### config.mk
export PLATFORM = sky130hd
export DESIGN_NAME = pipe_stage_reg
export DESIGN_NICKNAME = d
export VERILOG_FILES = /design/src/rtl/pipe_pkg.sv /design/src/rtl/pipe_entry_reg.sv /design/src/rtl/pipe_stage_reg.sv
export SDC_FILE = /design/constraint.sdc
export NUM_CORES = 1
export LEC_CHECK = 0
export ABC_AREA = 1
export BUFFER_PORTS_ARGS = -buffer_cell sky130_fd_sc_hd__buf_2
export CAP_MARGIN = 10
export CORE_MARGIN = 1.5
export CORE_UTILIZATION = 46
export CTS_BUF_LIST = sky130_fd_sc_hd__clkbuf_8 sky130_fd_sc_hd__clkbuf_16
export DETAILED_ROUTE_END_ITERATION = 8
export HOLD_SLACK_MARGIN = 0.06
export PLACE_DENSITY_LB_ADDON = 0.05
export SYNTH_ARGS = -nofsm -noshare
export SYNTH_HDL_FRONTEND = slang
export SYNTH_HIERARCHICAL = 1
export SYNTH_SLANG_ARGS = --single-unit
### constraint.sdc
create_clock -name clk -period 2.55 [get_ports clk]
set_clock_uncertainty 0.1 [all_clocks]
set_input_delay 0.255 -clock clk [delete_from_list [all_inputs] [get_ports clk]]
set_output_delay 0.255 -clock clk [all_outputs]
set_load 0.02 [all_outputs]
### src/rtl/pipe_pkg.sv
// Shared pipeline definitions: per-boundary widths, packed control layouts and bubble encodings.
package pipe_pkg;

  typedef struct packed {
    logic reg_write;
    logic mem_to_reg;
  } wb_ctrl_t;

  typedef struct packed {
    logic mem_read;
    logic mem_write;
    logic branch;
  } mem_ctrl_t;

  typedef struct packed {
    logic [1:0] alu_op;
    logic       alu_src;
    logic       reg_dst;
  } ex_ctrl_t;

  typedef struct packed {
    ex_ctrl_t  ex;
    mem_ctrl_t mem;
    wb_ctrl_t  wb;
  } id_ex_ctrl_t;

  typedef struct packed {
    mem_ctrl_t mem;
    wb_ctrl_t  wb;
  } ex_mem_ctrl_t;

  typedef wb_ctrl_t mem_wb_ctrl_t;

  // IF/ID carries instruction + pc+4; ID/EX carries pc+4, two operands and the immediate
  localparam int IF_ID_DATA_W  = 64;
  localparam int IF_ID_CTRL_W  = 1;
  localparam int ID_EX_DATA_W  = 128;
  localparam int ID_EX_CTRL_W  = $bits(id_ex_ctrl_t);
  localparam int EX_MEM_DATA_W = 96;
  localparam int EX_MEM_CTRL_W = $bits(ex_mem_ctrl_t);
  localparam int MEM_WB_DATA_W = 64;
  localparam int MEM_WB_CTRL_W = $bits(mem_wb_ctrl_t);

  // All-zero control never writes a register or touches memory, so it is a safe no-op
  localparam logic [IF_ID_CTRL_W-1:0] IF_ID_BUBBLE  = '0;
  localparam id_ex_ctrl_t             ID_EX_BUBBLE  = '0;
  localparam ex_mem_ctrl_t            EX_MEM_BUBBLE = '0;
  localparam mem_wb_ctrl_t            MEM_WB_BUBBLE = '0;

  typedef enum logic [1:0] {
    SRC_HOLD,
    SRC_SKID,
    SRC_INPUT,
    SRC_CLEAR
  } load_src_e;

endpackage

### src/rtl/pipe_entry_reg.sv
// One pipeline entry: valid bit, payload and control with load and clear enables.
module pipe_entry_reg #(
  parameter int                DATA_W      = 32,
  parameter int                CTRL_W      = 8,
  parameter logic [CTRL_W-1:0] BUBBLE_CTRL = '0
) (
  input  logic              clk,
  input  logic              rst_n,
  input  logic              load,
  input  logic              clear,
  input  logic [DATA_W-1:0] d_data,
  input  logic [CTRL_W-1:0] d_ctrl,
  output logic              q_valid,
  output logic [DATA_W-1:0] q_data,
  output logic [CTRL_W-1:0] q_ctrl
);

  // Clear beats load; clearing keeps the payload but forces control back to the no-op
  always_ff @(posedge clk or negedge rst_n) begin
    if (!rst_n) begin
      q_valid <= 1'b0;
      q_data  <= '0;
      q_ctrl  <= BUBBLE_CTRL;
    end else if (clear) begin
      q_valid <= 1'b0;
      q_ctrl  <= BUBBLE_CTRL;
    end else if (load) begin
      q_valid <= 1'b1;
      q_data  <= d_data;
      q_ctrl  <= d_ctrl;
    end
  end

endmodule

### src/rtl/pipe_stage_reg.sv
// Parametrised valid/ready pipeline stage register with flush, freeze and optional skid entry.
module pipe_stage_reg
  import pipe_pkg::*;
#(
  parameter int                DATA_W      = 32,
  parameter int                CTRL_W      = 8,
  parameter logic [CTRL_W-1:0] BUBBLE_CTRL = '0,
  parameter bit                SKID        = 1'b1
) (
  input  logic              clk,
  input  logic              rst_n,
  input  logic              flush,
  input  logic              freeze,
  input  logic              in_valid,
  output logic              in_ready,
  input  logic [DATA_W-1:0] in_data,
  input  logic [CTRL_W-1:0] in_ctrl,
  output logic              out_valid,
  input  logic              out_ready,
  output logic [DATA_W-1:0] out_data,
  output logic [CTRL_W-1:0] out_ctrl,
  output logic [1:0]        occupancy
);

  logic              in_xfer;
  logic              out_xfer;
  logic              skid_valid;
  logic [DATA_W-1:0] skid_data;
  logic [CTRL_W-1:0] skid_ctrl;
  load_src_e         main_src;
  logic              main_load;
  logic              main_clear;
  logic [DATA_W-1:0] main_d_data;
  logic [CTRL_W-1:0] main_d_ctrl;

  assign in_xfer  = in_valid & in_ready & ~flush & ~freeze;
  assign out_xfer = out_valid & out_ready & ~freeze;

  generate
    if (SKID) begin : g_skid
      logic main_open;
      logic skid_load;
      logic skid_clear;

      assign in_ready = ~skid_valid & ~freeze;

      // The skid entry is older than any new input, so it always refills the main register first
      always_comb begin
        main_src   = SRC_HOLD;
        main_open  = (~out_valid | out_xfer) & ~flush & ~freeze;
        skid_load  = in_xfer & ((out_valid & ~out_xfer) | (main_open & skid_valid));
        skid_clear = flush | (main_open & skid_valid & ~skid_load);
        if (flush) begin
          main_src = SRC_CLEAR;
        end else if (main_open) begin
          if (skid_valid)   main_src = SRC_SKID;
          else if (in_xfer) main_src = SRC_INPUT;
          else              main_src = SRC_CLEAR;
        end
      end

      pipe_entry_reg #(
        .DATA_W      (DATA_W),
        .CTRL_W      (CTRL_W),
        .BUBBLE_CTRL (BUBBLE_CTRL)
      ) u_skid (
        .clk     (clk),
        .rst_n   (rst_n),
        .load    (skid_load),
        .clear   (skid_clear),
        .d_data  (in_data),
        .d_ctrl  (in_ctrl),
        .q_valid (skid_valid),
        .q_data  (skid_data),
        .q_ctrl  (skid_ctrl)
      );
    end else begin : g_no_skid
      assign in_ready   = (~out_valid | out_ready) & ~freeze;
      assign skid_valid = 1'b0;
      assign skid_data  = '0;
      assign skid_ctrl  = BUBBLE_CTRL;

      always_comb begin
        main_src = SRC_HOLD;
        if (flush)         main_src = SRC_CLEAR;
        else if (in_xfer)  main_src = SRC_INPUT;
        else if (out_xfer) main_src = SRC_CLEAR;
      end
    end
  endgenerate

  always_comb begin
    main_load   = (main_src == SRC_SKID) | (main_src == SRC_INPUT);
    main_clear  = (main_src == SRC_CLEAR);
    main_d_data = in_data;
    main_d_ctrl = in_ctrl;
    if (main_src == SRC_SKID) begin
      main_d_data = skid_data;
      main_d_ctrl = skid_ctrl;
    end
  end

  pipe_entry_reg #(
    .DATA_W      (DATA_W),
    .CTRL_W      (CTRL_W),
    .BUBBLE_CTRL (BUBBLE_CTRL)
  ) u_main (
    .clk     (clk),
    .rst_n   (rst_n),
    .load    (main_load),
    .clear   (main_clear),
    .d_data  (main_d_data),
    .d_ctrl  (main_d_ctrl),
    .q_valid (out_valid),
    .q_data  (out_data),
    .q_ctrl  (out_ctrl)
  );

  assign occupancy = {1'b0, out_valid} + {1'b0, skid_valid};

endmodule

==> results of run 1 <==
[tightest hold or removal path: stages]
cell     delay, ps
buf_2           90
nand3_1         70
nand2_1         60
[what timing repair did]
| item | in CTS | in global routing |
|---|---|---|
| hold buffers | 26 | 0 |
| setup buffers | 0 | 0 |
| hold endpoints to repair | 59 | 0 |
[stage by stage]
step | instances | power (mW) | instance area, µm² | setup WS (ps) | util
final | 720 | 4.22 | 5040 | 497 | 0.581
after CTS | 720 | 4.27 | 5040 | 464 | 0.581
after global placement | 678 | 3.04 | 4530 | 486 | 0.522
after detailed placement | 678 | 3.07 | 4530 | 443 | 0.522
after global routing | 720 | 4.50 | 5040 | 320 | 0.581
after floorplan | 505 | 2.69 | 4090 | 707 | -
[state kept, by name, summed over array words and instances (netlist names)]
register and count:
g_skid.u_skid/q_valid 1, g_skid.u_skid/q_ctrl 8, g_skid.u_skid/q_data 32, u_main/q_valid 1
u_main/q_data 32, u_main/q_ctrl 8
[final cells by class]
| class | instances | area [µm²] | share of cell area |
|---|---|---|---|
| flip-flops and latches | 82 | 2050 | 0.407 |
| multi-input cells | 344 | 1630 | 0.323 |
| repair buffers | 124 | 801 | 0.159 |
| inverters | 46 | 173 | 0.0343 |
| clock buffers | 11 | 151 | 0.0300 |
| well taps | 108 | 135 | 0.0268 |
| clock inverters | 5 | 101 | 0.0201 |
[placed cells by master (no fill, tap or decap)]
cell type      netlist  final
nand2_1            211    211
buf_2               18     88
nand3_1             83     83
dfrtp_1             82     82
inv_1               44     45
o21ai_2             33     33
dlygate4sd3_1        0     26
clkbuf_8             0     11
buf_4                0      8
o21ai_1              7      7
bufinv_16            0      3
nor2_1               3      2
inv_2                2      2
nand2_2              2      2
nor2_2               2      2
buf_12               0      2
nor2_4               0      1
ha_2                 0      1
ha_4                 0      1
ha_1                 3      1
clkinvlp_4           0      1
[final timing paths]
kind	from	to	slack [ps]	depth (start not counted)
worst max-delay path	u_main/q_valid	u_main/q_ctrl[5]	500	8
worst min-delay path	in_data[30]	g_skid.u_skid/q_data[30]	70	3
worst max register to register	u_main/q_valid	u_main/q_ctrl[5]	500	8
worst min register to register	u_main/q_data[9]	u_main/q_data[9]	370	2
max in group asynchronous	rst_n	u_main/q_data[24]	1420	3
min in group asynchronous	rst_n	u_main/q_data[12]	300	2
[report_power, final]
part | switching [mW] | total [mW] | internal, mW
Clock | 0.460 | 1.16 | 0.701
Combinational | 0.773 | 1.20 | 0.426
Sequential | 0.196 | 1.86 | 1.66
Total | 1.43 | 4.22 | 2.79
[layer usage]
layer	wire (µm)	global-route usage
met1	4400	0.278
met2	4520	0.344
met3	295	0.0331
met4	104	0.0659
met5	0	0
[cells by family after synthesis]
family / count (synthesis) / share of synthesized area
DFF: 82 / 0.502
adders and majority gates: 3 / 0.00918
AOI/OAI and AO/OA: 40 / 0.0793
and+or+nand+nor: 301 / 0.304
buffers and inverters: 79 / 0.106
==> impl_metrics.toml, run 1 <==
[power_and_ir_drop]
p_per_area_mw_per_mm2 = 837
ir_drop_uv = 443
leakage_nw = 2.83

[detailed_routing]
drt-pass1-iter-count = 4
ant_nets = 0
viasPerCell = 4.86
wl_per_cell_um = 12.9
wl_um = 9320
drtIter0Drc = 134
route.vias.total = 3499
route.detailed.drc = 0

[floorplan]
die_y_um = 97.3
ios = 90
fp.dieW_um = 97.3
start_util = 0.471
rows = 34
core-area_mm2 = 0.00868
floorplan.die_area_mm2 = 0.00946

[worst_setup_path]
required_ps = 2730
cpPeakStageDelay_ps = 420
crit_buf_inv = 1
critical-path-slowest-cell = "dfrtp_1"
cp-start-kind = "register"
arrival_ps = 2240
cp_top_family = "simple AND/OR/NAND/NOR gates"
path_common_cell = "nand2_1"
critPathCaptureType = "register"
critical_path.cell_chain = "nand2_1 -> nand3_1 -> nand2_1 -> ha_2 -> buf_4 -> nor2_2 -> nand2_1 -> nand2_1"
path_max_fanout = 22
worstSetupPathType = "reg2reg"

[min_path]
hp-class = "in2reg"

[cts]
cts_max_level = 3
clock-root-buffer = "clkbuf_8"
cts_buffers = 9
cts_num_sinks = 82
clkTransAtPathRegs_ps = 80
cts_tree = "yes"
worstSkewPairLatency_ps = 350
clockBufferDepth = 2
post_cts_resized = 0

[logic_synthesis]
syn_inst = 505
synth.area.top_cells = "dfrtp_1 (50%), nand2_1 (19%), nand3_1 (10%)"
synth_most_common_cell = "nand2_1"
syn_avg_cell_area_um2 = 8.10
synth_cell_types = 13
synth_ff_type = "dfrtp_1"
synth_commonest_cells = "nand2_1 (211), nand3_1 (83), dfrtp_1 (82)"
syn-num-nets = 554
yosysTopAreaCell = "dfrtp_1"
yosys_register_bits = 82
seq_area_frac_synth = 0.502
async_flop_share = 1.00
yosysTopAreaCellShare = 0.502
synth_area_mm2 = 0.00409
synth_warnings = 6
synth_edf_count = 0

[place]
portBuffers = 89
dp.final_hpwl_um = 5740
gp_congestion = 0.803

[layout]
diodes = 0
areaGrowthSynthToFinish_pct = 23.3
drive_above_1_share = 0.253
nFillCells = 853
nNetsFinal = 656

[sta]
period_share = 0.805
finalSetupViolCount = 0
fin_crit_ps = 2050
slew_violations = 0
tightest_slew_ps = 673
tns_ps = 0
rsz0062_at_grt = "no"
worst_hold_slack_ps = 68.8
slew_headroom = 0.550
finalHoldViolCount = 0
fmax_mhz = 487

[grt]
grt_max_degree = 81
grt_usage = 0.206
grt_first_pass_wirelength_um = 15900
overflow = 0
antenna_found_initial = 0
grt_pass1_vias = 3341

[job]
drv_cap = 0

[status]
outcome = "complete, no violations"
Power figures use the tool's default switching activity.
==> run 2: changes to the inputs <==
- clock period: 2.55 -> 2 ns (I/O delays scaled with it)
==> impl_metrics.toml, run 2 (synthesis results as in run 1) <==
[status]
outcome = "complete, no violations"

[layout]
nFillCells = 820
seqCellArea_mm2 = 0.00205
nNetsFinal = 681
multiInputGateArea_mm2 = 0.00163
diodes = 0
top_regs = "g_skid.u_skid/q_data (32), u_main/q_data (32)"
fin_area_mm2 = 0.00524
areaGrowthSynthToFinish_pct = 28.0
finalNonFillerCells = 745
fin_util = 0.603
drive_above_1_share = 0.261
layout_common_cells = "nand2_1 (211), buf_2 (88), nand3_1 (83), dfrtp_1 (82), inv_1 (44)"
final_common_cell = "nand2_1"

[sta]
rsz0062_at_grt = "no"
fmax_mhz = 534
finalHoldViolCount = 0
slew_headroom = 0.746
worst_hold_slack_ps = 156
finalSetupViolCount = 0
period_share = 0.937
tightest_slew_ps = 381
tns_ps = 0
worst_slack_ps = 127
fin_crit_ps = 1870
slew_violations = 0

[worst_setup_path]
cpPeakStageDelay_ps = 390
cp-start-kind = "register"
critical_path.cell_chain = "nand2_1 -> nand3_1 -> nand2_1 -> ha_2 -> buf_4 -> nand3_1 -> nand2_1"
worst_r2r_startpoint = "u_main/q_valid"
critPathCaptureType = "register"
crit_buf_inv = 1
critical-path-slowest-cell = "dfrtp_1"
cp_top_family = "simple AND/OR/NAND/NOR gates"
crit_start = "u_main/q_valid"
path_common_cell = "nand2_1"
required_ps = 2190
arrival_ps = 2060
path_max_fanout = 26
worstSetupPathType = "reg2reg"

[detailed_routing]
wl_per_cell_um = 13.1
route.detailed.drc = 0
viasPerCell = 4.85
drt-pass1-iter-count = 7
wl_um = 9760
route.vias.total = 3612
ant_nets = 0
drtIter0Drc = 167

[place]
place_area_mm2 = 0.00462
dpl.cell_count = 688
gp_congestion = 0.890
dp.final_hpwl_um = 6440
pre_cts_ws_ps = 78.7
portBuffers = 89

[job]
drv_cap = 0

[floorplan]
start_util = 0.471
fp.dieW_um = 97.3
ios = 90
floorplan.die_area_mm2 = 0.00946
die_y_um = 97.3
core-area_mm2 = 0.00868
rows = 34

[grt]
grt_max_degree = 39
grt_first_pass_wirelength_um = 16700
antenna_found_initial = 0
overflow = 0
grt_pass1_vias = 3549
grt_usage = 0.217

[min_path]
hp-class = "in2async"

[power_and_ir_drop]
p_per_area_mw_per_mm2 = 994
total_power_mw = 5.20
leakage_nw = 2.92
ir_drop_uv = 488

[cts]
post_cts_buffers = 0
clockBufferDepth = 2
cts_num_sinks = 82
worstSkewPairLatency_ps = 340
cts_max_level = 3
clkTransAtPathRegs_ps = 90
clock-root-buffer = "clkbuf_8"
cts_buffers = 9
cts_tree = "yes"
==> run 2: final cells by class <==
cell class | instances | area share
clock buffer | 11 | 0.0289
clock inverter | 5 | 0.0100
inverter | 46 | 0.0330
multi-input combinational | 344 | 0.312
sequential | 82 | 0.392
tap | 108 | 0.0258
timing repair buffer | 149 | 0.198
==> run 2: what timing repair did <==
action | 4_1_cts | 5_1_grt
setup endpoints to repair | 0 | 10
gates resized for setup | 0 | 1
hold buffers | 41 | 0
hold endpoints to repair | 122 | 0
==> run 2: final timing paths <==
kind / to / slack [ps] / cells past startpoint
min in group clk: g_skid.u_skid/q_ctrl[0] / 260 / 5
setup / recovery: u_main/q_data[17] / 130 / 7
max in group asynchronous: g_skid.u_skid/q_ctrl[2] / 980 / 3
hold reg to reg: u_main/q_data[12] / 370 / 2
hold / removal: u_main/q_data[12] / 160 / 2
setup reg to reg: u_main/q_data[17] / 130 / 7
==> run 2: metal layers <==
| metal | up-vias | global-route usage | wire length (µm) |
|---|---|---|---|
| met5 | - | 0 | 0 |
| met4 | 0 | 0.0769 | 149 |
| met3 | 13 | 0.0317 | 364 |
| met2 | 80 | 0.368 | 4750 |
| met1 | 1679 | 0.284 | 4500 |
| li1 | 1840 | - | - |
==> run 2: power breakdown <==
group          switching, mW  internal, mW
registers              0.238          2.12
logic                   1.02         0.595
clock network          0.594         0.639
==> run 3: changes to the inputs <==
--- a/config.mk
+++ b/config.mk
@@ -10,5 +10,5 @@
 export CAP_MARGIN = 10
 export CORE_MARGIN = 1.5
-export CORE_UTILIZATION = 46
+export CORE_UTILIZATION = 54
 export CTS_BUF_LIST = sky130_fd_sc_hd__clkbuf_8 sky130_fd_sc_hd__clkbuf_16
 export DETAILED_ROUTE_END_ITERATION = 8
==> constraint.sdc (replaced) <==
create_clock -name clk -period 2 [get_ports clk]
set_clock_uncertainty 0.1 [all_clocks]
set_input_delay 0.1 -clock clk [delete_from_list [all_inputs] [get_ports clk]]
set_output_delay 0.1 -clock clk [all_outputs]
set_load 0.02 [all_outputs]
==> impl_metrics.toml, run 3 (synthesis results as in run 1) <==
[layout]
layout_common_cells = "nand2_1 (211), buf_2 (88), nand3_1 (83), dfrtp_1 (82), inv_1 (45)"
areaGrowthSynthToFinish_pct = 28.0
finalNonFillerCells = 736
drive_above_1_share = 0.259
nNetsFinal = 681
top_regs = "g_skid.u_skid/q_data (32), u_main/q_data (32)"
diodes = 0
final_common_cell = "nand2_1"

[detailed_routing]
wl_um = 9440
ant_nets = 0
viasPerCell = 4.92
drt-pass1-iter-count = 4
drtIter0Drc = 237
route.detailed.drc = 0
wl_per_cell_um = 12.8
route.vias.total = 3618

[worst_setup_path]
worstSetupPathType = "reg2reg"
worst_r2r_startpoint = "g_skid.u_skid/q_valid"
cp-start-kind = "register"
rr_endpoint = "u_main/q_data[13]"
r2r_cells = 8
required_ps = 2180
rrSetupSlack_ps = 120
critPathCaptureType = "register"
path_max_fanout = 17
arrival_ps = 2060

[grt]
grt_util_met2 = 0.432
overflow = 0
grtUsageMet1 = 0.304
grt_first_pass_wirelength_um = 16100
use_met3 = 0.0381
top_usage_layer = "met2"
grt_max_degree = 45
grt_usage = 0.245
grt_pass1_vias = 3516
antenna_found_initial = 0

[min_path]
hold-path-cell-count = 5
min_from = "in_valid"
hp-class = "in2reg"
min_to = "g_skid.u_skid/q_data[0]"

[status]
outcome = "complete, no violations"

[sta]
period_share = 0.940
slew_headroom = 0.622
finalSetupViolCount = 0
rsz0062_at_grt = "yes"
slew_violations = 0
finalHoldViolCount = 0
fmax_mhz = 532
tns_ps = 0
tightest_slew_ps = 567
fin_crit_ps = 1880
worst_slack_ps = 120

[place]
gp_congestion = 0.829
portBuffers = 89
dpl.cell_count = 679
pre_cts_ws_ps = 73.1
dp.final_hpwl_um = 6190

[job]
drv_cap = 0

[cts]
cts_num_sinks = 82
cts_tree = "yes"
cts_buffers = 9
cts_max_level = 3
clockBufferDepth = 2
clock-root-buffer = "clkbuf_8"
clkTransAtPathRegs_ps = 80
post_cts_buffers = 0
worstSkewPairLatency_ps = 340

[power_and_ir_drop]
power.switching_mw = 1.81
p_per_area_mw_per_mm2 = 1010
p_int_mw = 3.45
power_frac_comb = 0.305
clkPwrFrac = 0.245
seqPwrFrac = 0.450
ir_drop_uv = 485
switching_share = 0.345
leakage_nw = 2.93

[floorplan]
floorplan.die_area_mm2 = 0.00810
rows = 31
start_util = 0.561
die_y_um = 90.0
fp.dieW_um = 90.0
ios = 90
core-area_mm2 = 0.00729
run 3: changes by cell type in the layout (fill, tap and decap cells not counted), sizes merged:
cell,previous run,this run
inv,46,47
bufinv,1,2
clkinv,3,2
clkbuf,11,10
run 3: worst max-delay path, stage by stage (launching register included):
cell,delay (ps)
dfrtp_1,430
inv_1,80
nand2_1,60
nand3_1,70
nand2_1,110
ha_2,490
buf_4,270
nand3_1,120
nand2_1,90
run 3: what timing repair did:
action                                  in CTS  in global routing
gates resized for setup                      0                  1
hold buffers                                41                  0
hold endpoints to repair                   122                  0
endpoints found under the setup margin       0                 41
run 3: power groups by stage:
stage | Clock, mW | Sequential [mW] | Combinational [mW]
2_1_floorplan | 0 | 2.66 | 0.773
3_3_place_gp | 0 | 2.38 | 1.51
3_5_place_dp | 0 | 2.39 | 1.55
4_1_cts | 1.33 | 2.36 | 1.62
5_1_grt | 1.39 | 2.42 | 1.78
6_report | 1.29 | 2.37 | 1.60
run 3: per-stage QoR:
| step | util | instance area (µm²) | hold WS [ps] | total power [mW] |
|---|---|---|---|---|
| finish | 0.718 | 5230 | 149 | 5.26 |
| global route | 0.718 | 5230 | 166 | 5.59 |
| detailed placement | 0.631 | 4600 | 38.5 | 3.94 |
| floorplan | - | 4090 | -296 | 3.43 |
| global placement | 0.631 | 4600 | 40.3 | 3.89 |
| CTS | 0.717 | 5230 | 141 | 5.31 |
run 3: cell type report:
| class | count | area (µm²) |
|---|---|---|
| tap | 99 | 124 |
| clock inverter | 6 | 81.3 |
| clock buffer | 10 | 138 |
| inverter | 46 | 173 |
| fill | 613 | 2060 |
| sequential | 82 | 2050 |
| multi-input combinational | 344 | 1630 |
| timing repair buffer | 149 | 1040 |
run 3: how the worst max path moves through the flow:
stage | end | startpoint
3_3_place_gp | u_main/q_data[13] | u_main/q_valid
4_1_cts | u_main/q_data[1] | u_main/q_valid
2_1_floorplan | u_main/q_data[24] | g_skid.u_skid/q_valid
3_5_place_dp | u_main/q_data[16] | u_main/q_valid
5_1_grt | u_main/q_data[1] | g_skid.u_skid/q_valid
6_report | u_main/q_data[13] | g_skid.u_skid/q_valid
run 3: per-layer routing:
layer | share of wire | routed length, µm
met1 | 0.44 | 4170
met2 | 0.50 | 4760
met3 | 0.042 | 393
met5 | 0 | 0
met4 | 0.013 | 122
